`src/rtl/wts_pkg.sv`:
```
// wts_pkg: shared state encoding and widths for the wave-table SRAM scheduler.
package wts_pkg;
  localparam int WTS_WAVE_AW = 7;
  localparam int WTS_SAMPLE_W = 8;
  typedef enum logic [2:0] {IDLE, SWEEP, LAST, CPU, CPU_DONE} wts_state_e;
endpackage

```
`src/rtl/wts_sram_scheduler.sv`:
```
// wts_sram_scheduler: time-slots the wave SRAM between channel sample sweeps and CPU accesses.
// Optional WTS_SCHED_OVERRUN_CLR_EN adds an overrun_clr input to clear the sticky overrun flag.
module wts_sram_scheduler import wts_pkg::*; #(
  parameter int NUM_CH = 5,
  parameter int CH_W = 3
) (
  input  logic                             clk,
  input  logic                             reset,
  input  logic                             active,
  input  logic [NUM_CH*WTS_WAVE_AW-1:0]    ch_wave_addr,
  output logic [NUM_CH*WTS_SAMPLE_W-1:0]   ch_sample,
  output logic                             sample_valid,
  output logic [CH_W+WTS_WAVE_AW-1:0]      sram_a,
  output logic                             sram_we,
  output logic [WTS_SAMPLE_W-1:0]          sram_d,
  input  logic [WTS_SAMPLE_W-1:0]          sram_q,
  input  logic                             cpu_req,
  input  logic                             cpu_we,
  input  logic [CH_W+WTS_WAVE_AW-1:0]      cpu_a,
  input  logic [WTS_SAMPLE_W-1:0]          cpu_d,
  output logic [WTS_SAMPLE_W-1:0]          cpu_q,
`ifdef WTS_SCHED_OVERRUN_CLR_EN
  input  logic                             overrun_clr,
`endif
  output logic                             cpu_ack,
  output logic                             overrun
);
  wts_state_e state_q, state_d;
  logic [CH_W-1:0] idx_q, idx_d, cap_idx_q;
  logic [WTS_WAVE_AW-1:0] wa [NUM_CH];
  logic [WTS_SAMPLE_W-1:0] samp_q [NUM_CH];
  logic [WTS_SAMPLE_W-1:0] cpu_q_q;
  logic cap_v_q, pend_q, pend_d, ovr_set, ovr_d, sample_valid_q, overrun_q;
  assign sample_valid = sample_valid_q;
  assign overrun = overrun_q;
  always_comb begin
    state_d = state_q;
    idx_d = '0;
    pend_d = pend_q;
    ovr_set = 1'b0;
    sram_a = '0;
    sram_we = 1'b0;
    sram_d = '0;
    cpu_ack = 1'b0;
    cpu_q = cpu_q_q;
    case (state_q)
      IDLE: state_d = active ? SWEEP : cpu_req ? CPU : IDLE;
      SWEEP: begin
        sram_a = {idx_q, wa[idx_q]};
        ovr_set = active;
        idx_d = active ? '0 : idx_q + 1'b1;
        state_d = (active || idx_q != CH_W'(NUM_CH - 1)) ? SWEEP : LAST;
      end
      LAST: begin
        ovr_set = active;
        state_d = active ? SWEEP : IDLE;
      end
      CPU: begin
        sram_a = cpu_a;
        sram_we = cpu_we;
        sram_d = cpu_d;
        pend_d = pend_q | active;
        state_d = CPU_DONE;
      end
      CPU_DONE: begin
        cpu_ack = 1'b1;
        cpu_q = cpu_we ? cpu_q_q : sram_q;
        pend_d = 1'b0;
        state_d = (pend_q || active) ? SWEEP : IDLE;
      end
      default: state_d = IDLE;
    endcase
  end
`ifdef WTS_SCHED_OVERRUN_CLR_EN
  assign ovr_d = ovr_set | (overrun_q & ~overrun_clr);
`else
  assign ovr_d = ovr_set | overrun_q;
`endif
  // Capture lags the address slot by one cycle, so an aborted sweep still lands its last read.
  always_ff @(posedge clk or posedge reset) begin
    if (reset) begin
      state_q <= IDLE;
      idx_q <= '0;
      pend_q <= 1'b0;
      cap_v_q <= 1'b0;
      cap_idx_q <= '0;
      sample_valid_q <= 1'b0;
      overrun_q <= 1'b0;
      cpu_q_q <= '0;
    end else begin
      state_q <= state_d;
      idx_q <= idx_d;
      pend_q <= pend_d;
      cap_v_q <= state_q == SWEEP;
      cap_idx_q <= idx_q;
      sample_valid_q <= state_q == LAST && !active;
      overrun_q <= ovr_d;
      cpu_q_q <= cpu_q;
    end
  end
  for (genvar k = 0; k < NUM_CH; k++) begin : g_ch
    assign wa[k] = ch_wave_addr[k*WTS_WAVE_AW +: WTS_WAVE_AW];
    assign ch_sample[k*WTS_SAMPLE_W +: WTS_SAMPLE_W] = samp_q[k];
    always_ff @(posedge clk or posedge reset) begin
      if (reset) samp_q[k] <= '0;
      else if (cap_v_q && cap_idx_q == CH_W'(k)) samp_q[k] <= sram_q;
    end
  end
endmodule

```
`config.mk`:
```
export PLATFORM = sky130hd
export DESIGN_NAME = wts_sram_scheduler
export DESIGN_NICKNAME = d
export VERILOG_FILES = /design/src/rtl/wts_pkg.sv /design/src/rtl/wts_sram_scheduler.sv
export SDC_FILE = /design/constraint.sdc
export NUM_CORES = 1
export LEC_CHECK = 0
export ABC_CLOCK_PERIOD_IN_PS = 2300
export CAP_MARGIN = 40
export CORE_AREA = 2 2 83 85
export DETAILED_ROUTE_END_ITERATION = 12
export DIE_AREA = 0 0 85 87
export DONT_BUFFER_PORTS = 1
export GPL_TIMING_DRIVEN = 0
export SYNTH_ARGS = -nofsm -noshare
export SYNTH_HDL_FRONTEND = slang
export SYNTH_SLANG_ARGS = --single-unit
```
`constraint.sdc`:
```
create_clock -name clk -period 2.3 [get_ports clk]
set_input_delay 0.115 -clock clk [delete_from_list [all_inputs] [get_ports clk]]
set_output_delay 0.115 -clock clk [all_outputs]
set_load 0.05 [all_outputs]
```
Word level (Yosys, flattened, before mapping)
Index checks and enable logic that the tools add are counted.
- flip-flop bits (word level): 61
- word-level logic and storage cells: 59
- bits of input ports: 66
- output and inout port bits: 70
- magnitude comparators: 1
- bitwise gates (word level): 3
- add/subtract/negate cells: 1
- reductions and logical operators: 13
- equal/unequal tests: 9
- multiplexer cells: 19
- operators with widths (cell ; number):
    $mux W8 ; 3
    $bmux W7 S3 ; 1
    $pmux W10 S2 ; 1
    $pmux W3 S5 ; 1
    $mux W7 ; 2
    $eq A3 B2 Y1 const B ; 4
    $eq A3 B1 Y1 const B ; 2
    $eq A3 B3 Y1 const B ; 2
    $logic_and A1 B1 Y1 ; 6
    $logic_not A3 Y1 ; 2
    $mux W2 ; 3
    $mux W3 ; 2
    $mux W1 ; 5
    $ge A4 B4 Y1 const B ; 1
    $not A3 Y4 ; 1
    $add A3 B1 Y3 const B ; 1
    $ne A3 B3 Y1 const B ; 1
    $logic_or A1 B1 Y1 ; 2
    $or A1 B1 Y1 ; 2
    $pmux W1 S2 ; 1
    $reduce_bool A2 Y1 ; 1
    $reduce_or A2 Y1 ; 1
    $logic_not A1 Y1 ; 1

Longest topological paths before layout
Gate-level depths: netlist of run 1.
- word-level depth: 5
- gate-level depth with buffers: 6
- mapped depth without buffers: 5

Least setup slack after synthesis of run 1
No wires, ideal clock.
- kind: register -> register
- from: register state_q[1]
- to: register cpu_q_q[3]
- data arrival time: 2.605 ns
- slack: -0.525 ns
- buffers on the path: 2
- data required time: 2.080 ns
- period minus slack after synthesis: 2.825 ns
- library setup time: 0.220 ns
- stages on the path, launching flop included: 6
- path through: dfrtp_1 > buf_6 > nor3b_1 > and2b_1 > buf_6 > mux2_1
- cells in the longest elaborated chain, start to end: 2
- RTL lines (item ; RTL line ; source):
    start, declared ; wts_sram_scheduler.sv:28 ; wts_state_e state_q, state_d;
    start signal, assigned ; wts_sram_scheduler.sv:91 ; state_q <= state_d;
    $eq A3 B3 Y1 ; wts_sram_scheduler.sv:46 ; case (state_q)
    $mux W8 ; wts_sram_scheduler.sv:46 ;
    named net cpu_q[3] ; wts_sram_scheduler.sv:21 ; output logic [WTS_SAMPLE_W-1:0] cpu_q,
    end signal, assigned ; wts_sram_scheduler.sv:98 ; cpu_q_q <= cpu_q;
    end, declared ; wts_sram_scheduler.sv:32 ; logic [WTS_SAMPLE_W-1:0] cpu_q_q;
The timed path passes the listed nets, and every way through them passes these cells.
A chain may end at the register's enable or synchronous reset.

Final worst setup path of run 1
- from: register state_q[1]
- to: output port cpu_q[0]
- cells in the longest elaborated chain, start to end: 2
- RTL lines (item ; RTL line):
    $eq A3 B3 Y1 ; wts_sram_scheduler.sv:46
    $mux W8 ; wts_sram_scheduler.sv:46
    end, declared ; wts_sram_scheduler.sv:21
No other way between the ends.

==> flow_summary.ini, run 1 <==
[status]
outcome = finished clean

[setup_path]
regToRegEndpoint = cpu_q_q[0]
critPathCaptureType = output port
crit_fanout = 9
start_kind = register
rr_startpoint = state_q[1]
r2r_cells = 6
crit_required_ns = 2.18
arrival_ns = 2.04
worstSetupPathType = reg2out
r2r_slack_ns = 0.42

[cts]
numCtsBuffers = 9
clk_pin_slew_worst_paths_ns = 0.06
cts_tree = built
cts-root-buf = clkbuf_8
clock-sinks = 61
insertion_delay_ns = 0.33
htreeDepth = 3
clock_path_buffers = 2

[routing]
ant_nets = 0
drc = 0
viasPerCell = 5.71
dr.pass1.iters = 4
drt_iter0_drc = 38
routedWlPerCell_um = 19.8
wl_um = 6000
vias = 1731

[synthesis]
synth_area_um2 = 2820
syn-instance-count = 198
synth_seq_area_share = 0.542
ys_ff_latch = 61
synth_nets = 266
ys_types = 38
synth.avg_cell_area_um2 = 14.2
yosysWarningCount = 0

[timing]
tns_ns = 0
final-max-slew-violation-count = 0
setup_violations = 0
fin_crit_sh = 0.938
fmax_ghz = 0.464
fin_skew_ns = 0.00789
hold_viol = 0
holdWs_ns = 0.0839
post-route-min-period_ns = 2.16
rsz0062_at_grt = false
slew_headroom = 0.478
worstMarginPinSlew_ns = 0.779

[floorplanning]
num_io_pins = 136
initial_core_util = 0.429
die_x_um = 85
die-area_um2 = 7400
core_um2 = 6570
rows = 30
die_h_um = 87

[placed_design]
routabilityCongestion = 0.747
io_buffers = 0
place_hpwl_um = 4450
placed_cell_area_um2 = 2980

[final_layout]
area_growth_pct = 15.3
nets = 289
design_area_um2 = 3250
drive_above_1_share = 0.408
final_core_util = 0.494
num_antenna_cells = 0
n_fill_cell = 579

[global_route]
grt_antenna_before_repair = 0
grt_max_degree = 27
track_usage = 0.168
grt_pass1_vias = 1734
grt_pass1_wl_um = 9160
overflow = 0

[min_path]
min_delay_path_depth = 3
min_to = state_q[0]
hp-class = in2reg
hp-start = cpu_req

[job]
maxCapViolCount = 0
cell usage after synthesis, drive strengths merged:
cell type,instances,area share
a21oi,1,0.0018
buf,6,0.017
o2111a,1,0.0040
nor4,3,0.012
clkbuf,5,0.0067
nor3b,1,0.0027
ha,2,0.0089
nor2b,1,0.0022
nand2b,2,0.0044
a31o,1,0.0031
xor2,1,0.0031
and4bb,2,0.0089
a31oi,2,0.0044
xnor2,1,0.0031
inv,6,0.0080
and2,16,0.036
a221o,7,0.025
a22o,3,0.0093
mux4,7,0.057
nor2,6,0.0080
mux2,48,0.19
and2b,1,0.0027
dfrtp,61,0.54
a21o,1,0.0027
nor4b,1,0.0084
and3b,1,0.0031
nand4b,1,0.0031
nor3,3,0.0089
o21ai,4,0.0071
or3,1,0.0022
nand2,2,0.0027
registers in the layout, indices dropped and copies added (netlist names):
| name | cells |
|---|---|
| cap_idx_q | 3 |
| cap_v_q | 1 |
| ch_sample | 40 |
| cpu_q_q | 8 |
| idx_q | 3 |
| overrun | 1 |
| pend_q | 1 |
| sample_valid | 1 |
| state_q | 3 |
metrics by stage:
step,setup slack (ns),std cells
2_1_floorplan,0.0165,198
3_3_place_gp,-0.150,278
3_5_place_dp,0.295,281
4_1_cts,0.0375,303
5_1_grt,0.0283,303
6_report,0.143,303
placed cells by master (no fill, tap or decap), types with 2 or more instances in the layout:
cell / instances
ha_1: 2
clkbuf_8: 12
clkbuf_1: 5
buf_6: 3
nand2b_1: 2
nand2_1: 2
a31oi_1: 2
mux4_2: 6
o21ai_0: 4
inv_1: 5
a221o_2: 7
a22o_1: 3
dlygate4sd3_1: 9
and4bb_2: 2
nor3_2: 2
and2_1: 15
mux2_2: 48
dfrtp_1: 61
nor2_1: 6
nor4_1: 2
buf_2: 2
per-layer routing:
| metal | GRT usage | vias to the layer above | routed length [µm] |
|---|---|---|---|
| met2 | 0.284 | 107 | 3090 |
| met4 | 0.0563 | 0 | 35 |
| li1 | - | 766 | - |
| met1 | 0.182 | 856 | 2250 |
| met5 | 0 | - | 0 |
| met3 | 0.0872 | 2 | 625 |
logic make-up after synthesis:
| group | synth area share |
|---|---|
| XOR/XNOR | 0.00622 |
| multiplexers | 0.249 |
| AO/OA/AOI/OAI | 0.0573 |
| flip-flops | 0.542 |
| AND/OR/NAND/NOR | 0.105 |
| adder cells (fa/ha/maj) | 0.00888 |
| buffers and inverters | 0.0315 |
critical path: stages (launching register included):
cell and delay (ns):
dfrtp_1 0.37, buf_6 0.14, nor3b_2 0.17, buf_4 0.22
and2b_1 0.17, buf_6 0.16, mux2_2 0.48
final cells by class:
type,count,area [µm²],area share
Inverter,6,22.5,0.00693
Tap cell,80,100,0.0308
Clock inverter,1,7.51,0.00231
Sequential cell,61,1530,0.470
Timing Repair Buffer,12,145,0.0447
Clock buffer,12,165,0.0508
Buffer,11,66.3,0.0204
Multi-Input combinational cell,120,1210,0.374
how the worst max path moves through the flow:
stage                     from         end  cells past startpoint
finish              state_q[1]    cpu_q[0]                      6
global route          idx_q[1]   sram_a[3]                      4
CTS                 state_q[1]    cpu_q[7]                      6
detailed placement  state_q[1]  cpu_q_q[7]                      6
global placement    state_q[1]  cpu_q_q[3]                      5
floorplan           state_q[1]  cpu_q_q[3]                      5
what timing repair did:
action / in CTS / in global routing
resized for setup: 7 / 2
hold buffers: 9 / 0
hold endpoints to repair: 76 / 0
buffers inserted: 0 / 0
endpoints found under the setup margin: 7 / 2
Power of run 1 is left out: the tool's default activity adds up to more than one toggle a clock period on the data nets, which glitch-free logic cannot reach.
==> run 2, diff against run 1 <==
--- a/config.mk
+++ b/config.mk
@@ -8,10 +8,12 @@
 export ABC_CLOCK_PERIOD_IN_PS = 2300
 export CAP_MARGIN = 40
 export CORE_AREA = 2 2 83 85
+export CTS_CLUSTER_DIAMETER = 50
 export DETAILED_ROUTE_END_ITERATION = 12
 export DIE_AREA = 0 0 85 87
 export DONT_BUFFER_PORTS = 1
 export GPL_TIMING_DRIVEN = 0
+export PLACE_DENSITY = 0.62
 export SYNTH_ARGS = -nofsm -noshare
 export SYNTH_HDL_FRONTEND = slang
 export SYNTH_SLANG_ARGS = --single-unit
==> constraint.sdc (replaced) <==
create_clock -name clk -period 2.3 [get_ports clk]
set_input_delay 0.23 -clock clk [delete_from_list [all_inputs] [get_ports clk]]
set_output_delay 0.23 -clock clk [all_outputs]
set_load 0.05 [all_outputs]
==> run 2 against run 1 <==
The flow now finishes with violations (negative setup slack). Highest routed layer unchanged. Worst hold slack worse by 0.040 ns. Clock skew is 0.0029 ns lower. Wire length decreased by 1.5%. Non-clock buffer count fell by 8. Count of clock-buffer cells in the layout unchanged. Flip-flop and latch count unchanged. Critical path depth shrank 2.
==> flow_summary.ini, run 2 (same netlist as run 1, synthesis figures left out) <==
[placed_design]
placed_cell_area_um2 = 2940
io_buffers = 0
place_hpwl_um = 4230
place_worst_setup_slack_ns = -0.140
routabilityCongestion = 0.759

[cts]
clock-sinks = 61
htreeDepth = 3
insertion_delay_ns = 0.33
clk_pin_slew_worst_paths_ns = 0.07
cts-root-buf = clkbuf_8
numCtsBuffers = 9
clock_path_buffers = 2
cts_tree = built

[routing]
vias = 1691
ant_nets = 0
drc = 0
wl_um = 5910
drt_iter0_drc = 25
routedWlPerCell_um = 19.9
viasPerCell = 5.69
dr.pass1.iters = 4

[timing]
fin_skew_ns = 0.00501
hold_viol = 0
tns_ns = -0.518
post-route-min-period_ns = 2.37
setup_violations = 8
rsz0062_at_grt = true
fin_crit_sh = 1.03
final-max-slew-violation-count = 0
fin_ws_ns = -0.0667
worstMarginPinSlew_ns = 0.830
fmax_ghz = 0.423
slew_headroom = 0.443

[setup_path]
slowest_delay_ns = 0.54
crit_fanout = 8
arrival_ns = 2.14
slowest_stage = nor3b_4
worstSetupPathType = reg2out
critPathCaptureType = output port
start_kind = register
crit_required_ns = 2.07
crit_chain = nor3b_4 -> and2b_2 -> buf_12 -> mux2_4

[final_layout]
drive_above_1_share = 0.442
area_growth_pct = 15.7
largest_reg_flops = 40
nets = 281
multiInputGateArea_um2 = 1260
final_core_util = 0.496
num_antenna_cells = 0
design_area_um2 = 3260
regArea_um2 = 1530
n_fill_cell = 553
final_cell_mix = dfrtp_1 (60), mux2_2 (40), and2_1 (15)
layout_commonest_cell = dfrtp_1

[job]
maxCapViolCount = 0

[global_route]
overflow = 0
grt_pass1_wl_um = 8930
grt_pass1_vias = 1667
grt_antenna_before_repair = 0
track_usage = 0.159
grt_max_degree = 39

[floorplanning]
num_io_pins = 136
die_h_um = 87
initial_core_util = 0.429
die-area_um2 = 7400
die_x_um = 85
core_um2 = 6570
rows = 30

[min_path]
hp-class = in2reg

[status]
violations = negative setup slack
outcome = finished with violations
run 2: final cells by class:
| cell class | count | share of cell area |
|---|---|---|
| Multi-Input combinational cell | 120 | 0.386 |
| Sequential cell | 61 | 0.469 |
| Clock buffer | 12 | 0.0507 |
| Timing Repair Buffer | 5 | 0.0161 |
| Buffer | 10 | 0.0200 |
| Tap cell | 80 | 0.0307 |
| Clock inverter | 3 | 0.0207 |
| Inverter | 6 | 0.00691 |
run 2: worst paths after layout:
check                           startpoint            end  slack (ns)  cells past startpoint
worst max-delay path            state_q[1]       cpu_q[6]       -0.07                      4
worst min-delay path             sram_q[3]  ch_sample[27]        0.04                      1
worst max register to register  state_q[1]     cpu_q_q[1]        0.35                      4
worst min register to register    idx_q[1]   cap_idx_q[1]        0.41                      0
max in group asynchronous            reset   ch_sample[2]        1.31                      3
min in group asynchronous            reset  ch_sample[33]        0.41                      2
run 2: layer usage:
metal	track usage	wire length (µm)	vias up
li1	-	-	749
met1	0.190	2350	835
met2	0.252	2860	100
met3	0.0872	645	7
met4	0.0390	55	0
met5	0	0	-
run 2: worst max-delay path, delay by kind of cell (launching register included):
family        cells  cell delay (ns)
mux               1             0.39
flops             1             0.43
buf+inv           1             0.15
simple gates      2             0.82
run 2: timing repair:
| item | CTS | global route |
|---|---|---|
| endpoints found under the setup margin | 23 | 15 |
| endpoints found under the hold margin | 23 | 0 |
| hold buffers | 1 | 0 |
| resized for setup | 19 | 6 |
| pin swaps | 1 | 3 |
| setup buffers | 1 | 2 |
run 2: metrics by stage:
step	std cells	hold slack (ns)
2_1_floorplan	198	0.376
3_3_place_gp	278	0.382
3_5_place_dp	279	0.206
4_1_cts	296	0.0241
5_1_grt	297	0.0182
6_report	297	0.0441
Power of run 2 is left out for the same reason.
==> run 3, diff against run 2 <==
--- a/config.mk
+++ b/config.mk
@@ -14,6 +14,7 @@
 export DONT_BUFFER_PORTS = 1
 export GPL_TIMING_DRIVEN = 0
 export PLACE_DENSITY = 0.62
+export RECOVER_POWER = 25
 export SYNTH_ARGS = -nofsm -noshare
 export SYNTH_HDL_FRONTEND = slang
 export SYNTH_SLANG_ARGS = --single-unit
==> run 3 against run 2 <==
The flow still finishes with violations (negative setup slack). Count of clock-buffer cells in the layout stayed put. Design area is 0.46% lower. Die area stayed put. Utilization is 0.23 points lower. Worst hold slack hardly changed. First-iteration DRC count stayed put. Non-clock buffer count stayed put. Via count is 0.12% lower. Register-to-register slack hardly changed. Global-route usage stayed put. Clock skew hardly changed. Critical path type unchanged. Highest routed layer unchanged.
==> flow_summary.ini, run 3 (same netlist as run 1, synthesis figures left out) <==
[placed_design]
io_buffers = 0
routabilityCongestion = 0.759
dp.cells = 279
placed_cell_area_um2 = 2940
place_worst_setup_slack_ns = -0.140
place_hpwl_um = 4230

[setup_path]
crit_chain = nor3b_4 -> and2b_2 -> buf_12 -> mux2_4
slowest_delay_ns = 0.54
path_buf_inv = 1
crit_family = simple AND/OR/NAND/NOR gates
slowest_stage = nor3b_4
regToRegEndpoint = cpu_q_q[1]
r2r_slack_ns = 0.35
crit_fanout = 8
critPathCaptureType = output port
start_kind = register
r2r_cells = 4
arrival_ns = 2.14
crit_required_ns = 2.07
rr_startpoint = state_q[1]
worstSetupPathType = reg2out

[min_path]
min_to = ch_sample[27]
hp-class = in2reg
hp-start = sram_q[3]
min_delay_path_depth = 1

[floorplanning]
num_io_pins = 136
core_um2 = 6570
die_x_um = 85
rows = 30
die_h_um = 87
die-area_um2 = 7400
initial_core_util = 0.429

[timing]
rsz0062_at_grt = true
fmax_ghz = 0.423
setup_violations = 8
post-route-min-period_ns = 2.37
fin_ws_ns = -0.0667
slew_headroom = 0.374
fin_skew_ns = 0.00501
hold_viol = 0
holdWs_ns = 0.0442
fin_crit_sh = 1.03
worstMarginPinSlew_ns = 0.938
final-max-slew-violation-count = 0

[status]
violations = negative setup slack
outcome = finished with violations

[global_route]
overflow = 0
grt_max_degree = 39
grt_pass1_vias = 1667
track_usage = 0.159
grt_pass1_wl_um = 8930
grt_antenna_before_repair = 0

[cts]
clock_path_buffers = 2
clk_pin_slew_worst_paths_ns = 0.07
htreeDepth = 3
cts-root-buf = clkbuf_8
insertion_delay_ns = 0.33
cts_tree = built
clock-sinks = 61
numCtsBuffers = 9

[final_layout]
n_fill_cell = 554
design_area_um2 = 3240
stdcell_count = 297
drive_above_1_share = 0.438
layout_commonest_cell = dfrtp_1
largest_reg_flops = 40
area_growth_pct = 15.2
num_antenna_cells = 0
nets = 281
final_cell_mix = dfrtp_1 (60), mux2_2 (40), and2_1 (15)

[routing]
drt_iter0_drc = 25
drc = 0
viasPerCell = 5.69
vias = 1689
routedWlPerCell_um = 19.9
ant_nets = 0
dr.pass1.iters = 4
wl_um = 5910

[job]
maxCapViolCount = 0
==> run 3: cell counts in the layout (fill, tap and decap cells not counted) <==
Identical to the previous run, type by type.
==> run 3: routing by layer <==
metal	wire length, µm	up-vias	global-route usage
met1	2350	834	0.190
met3	645	7	0.0872
met4	55	0	0.0390
li1	-	748	-
met5	0	-	0
met2	2870	100	0.252
==> run 3: what timing repair did <==
action,in CTS,in global routing
hold endpoints to repair,23,0
resized for setup,19,6
pin swaps,1,3
setup buffers,1,2
endpoints found under the setup margin,23,15
hold buffers,1,0
==> run 3: final cells by class <==
type	count	area, µm²	share of cell area
clock inverter	3	67.6	0.0208
timing repair buffer	5	37.5	0.0116
sequential	61	1530	0.471
clock buffer	12	165	0.0509
tap	80	100	0.0309
buffer	10	65.1	0.0201
multi-input combinational	120	1260	0.388
inverter	6	22.5	0.00694
==> run 3: how the worst max path moves through the flow <==
stage,startpoint,endpoint,slack (ns),cells after the start
CTS,state_q[1],cpu_q[1],-0.13,5
detailed placement,state_q[1],cpu_q[7],-0.14,5
finish,state_q[1],cpu_q[6],-0.07,4
floorplan,state_q[1],cpu_q[3],0.007,5
global route,state_q[1],cpu_q[1],-0.15,4
global placement,reset,ch_sample[16],-0.14,1
==> run 3: stage by stage <==
step | util | TNS, ns
after global routing | 0.494 | -1.20
final | 0.494 | -0.518
after floorplan | - | 0
after global placement | 0.445 | -9.14
after detailed placement | 0.448 | -1.01
after CTS | 0.493 | -1.02
==> run 3: worst reg2reg max path, stage by stage, from the launching register on <==
cell and delay, ns:
dfrtp_2 0.43, nor3b_4 0.54, and2b_2 0.29, buf_12 0.15
mux2_4 0.40
Power of run 3 is left out for the same reason.
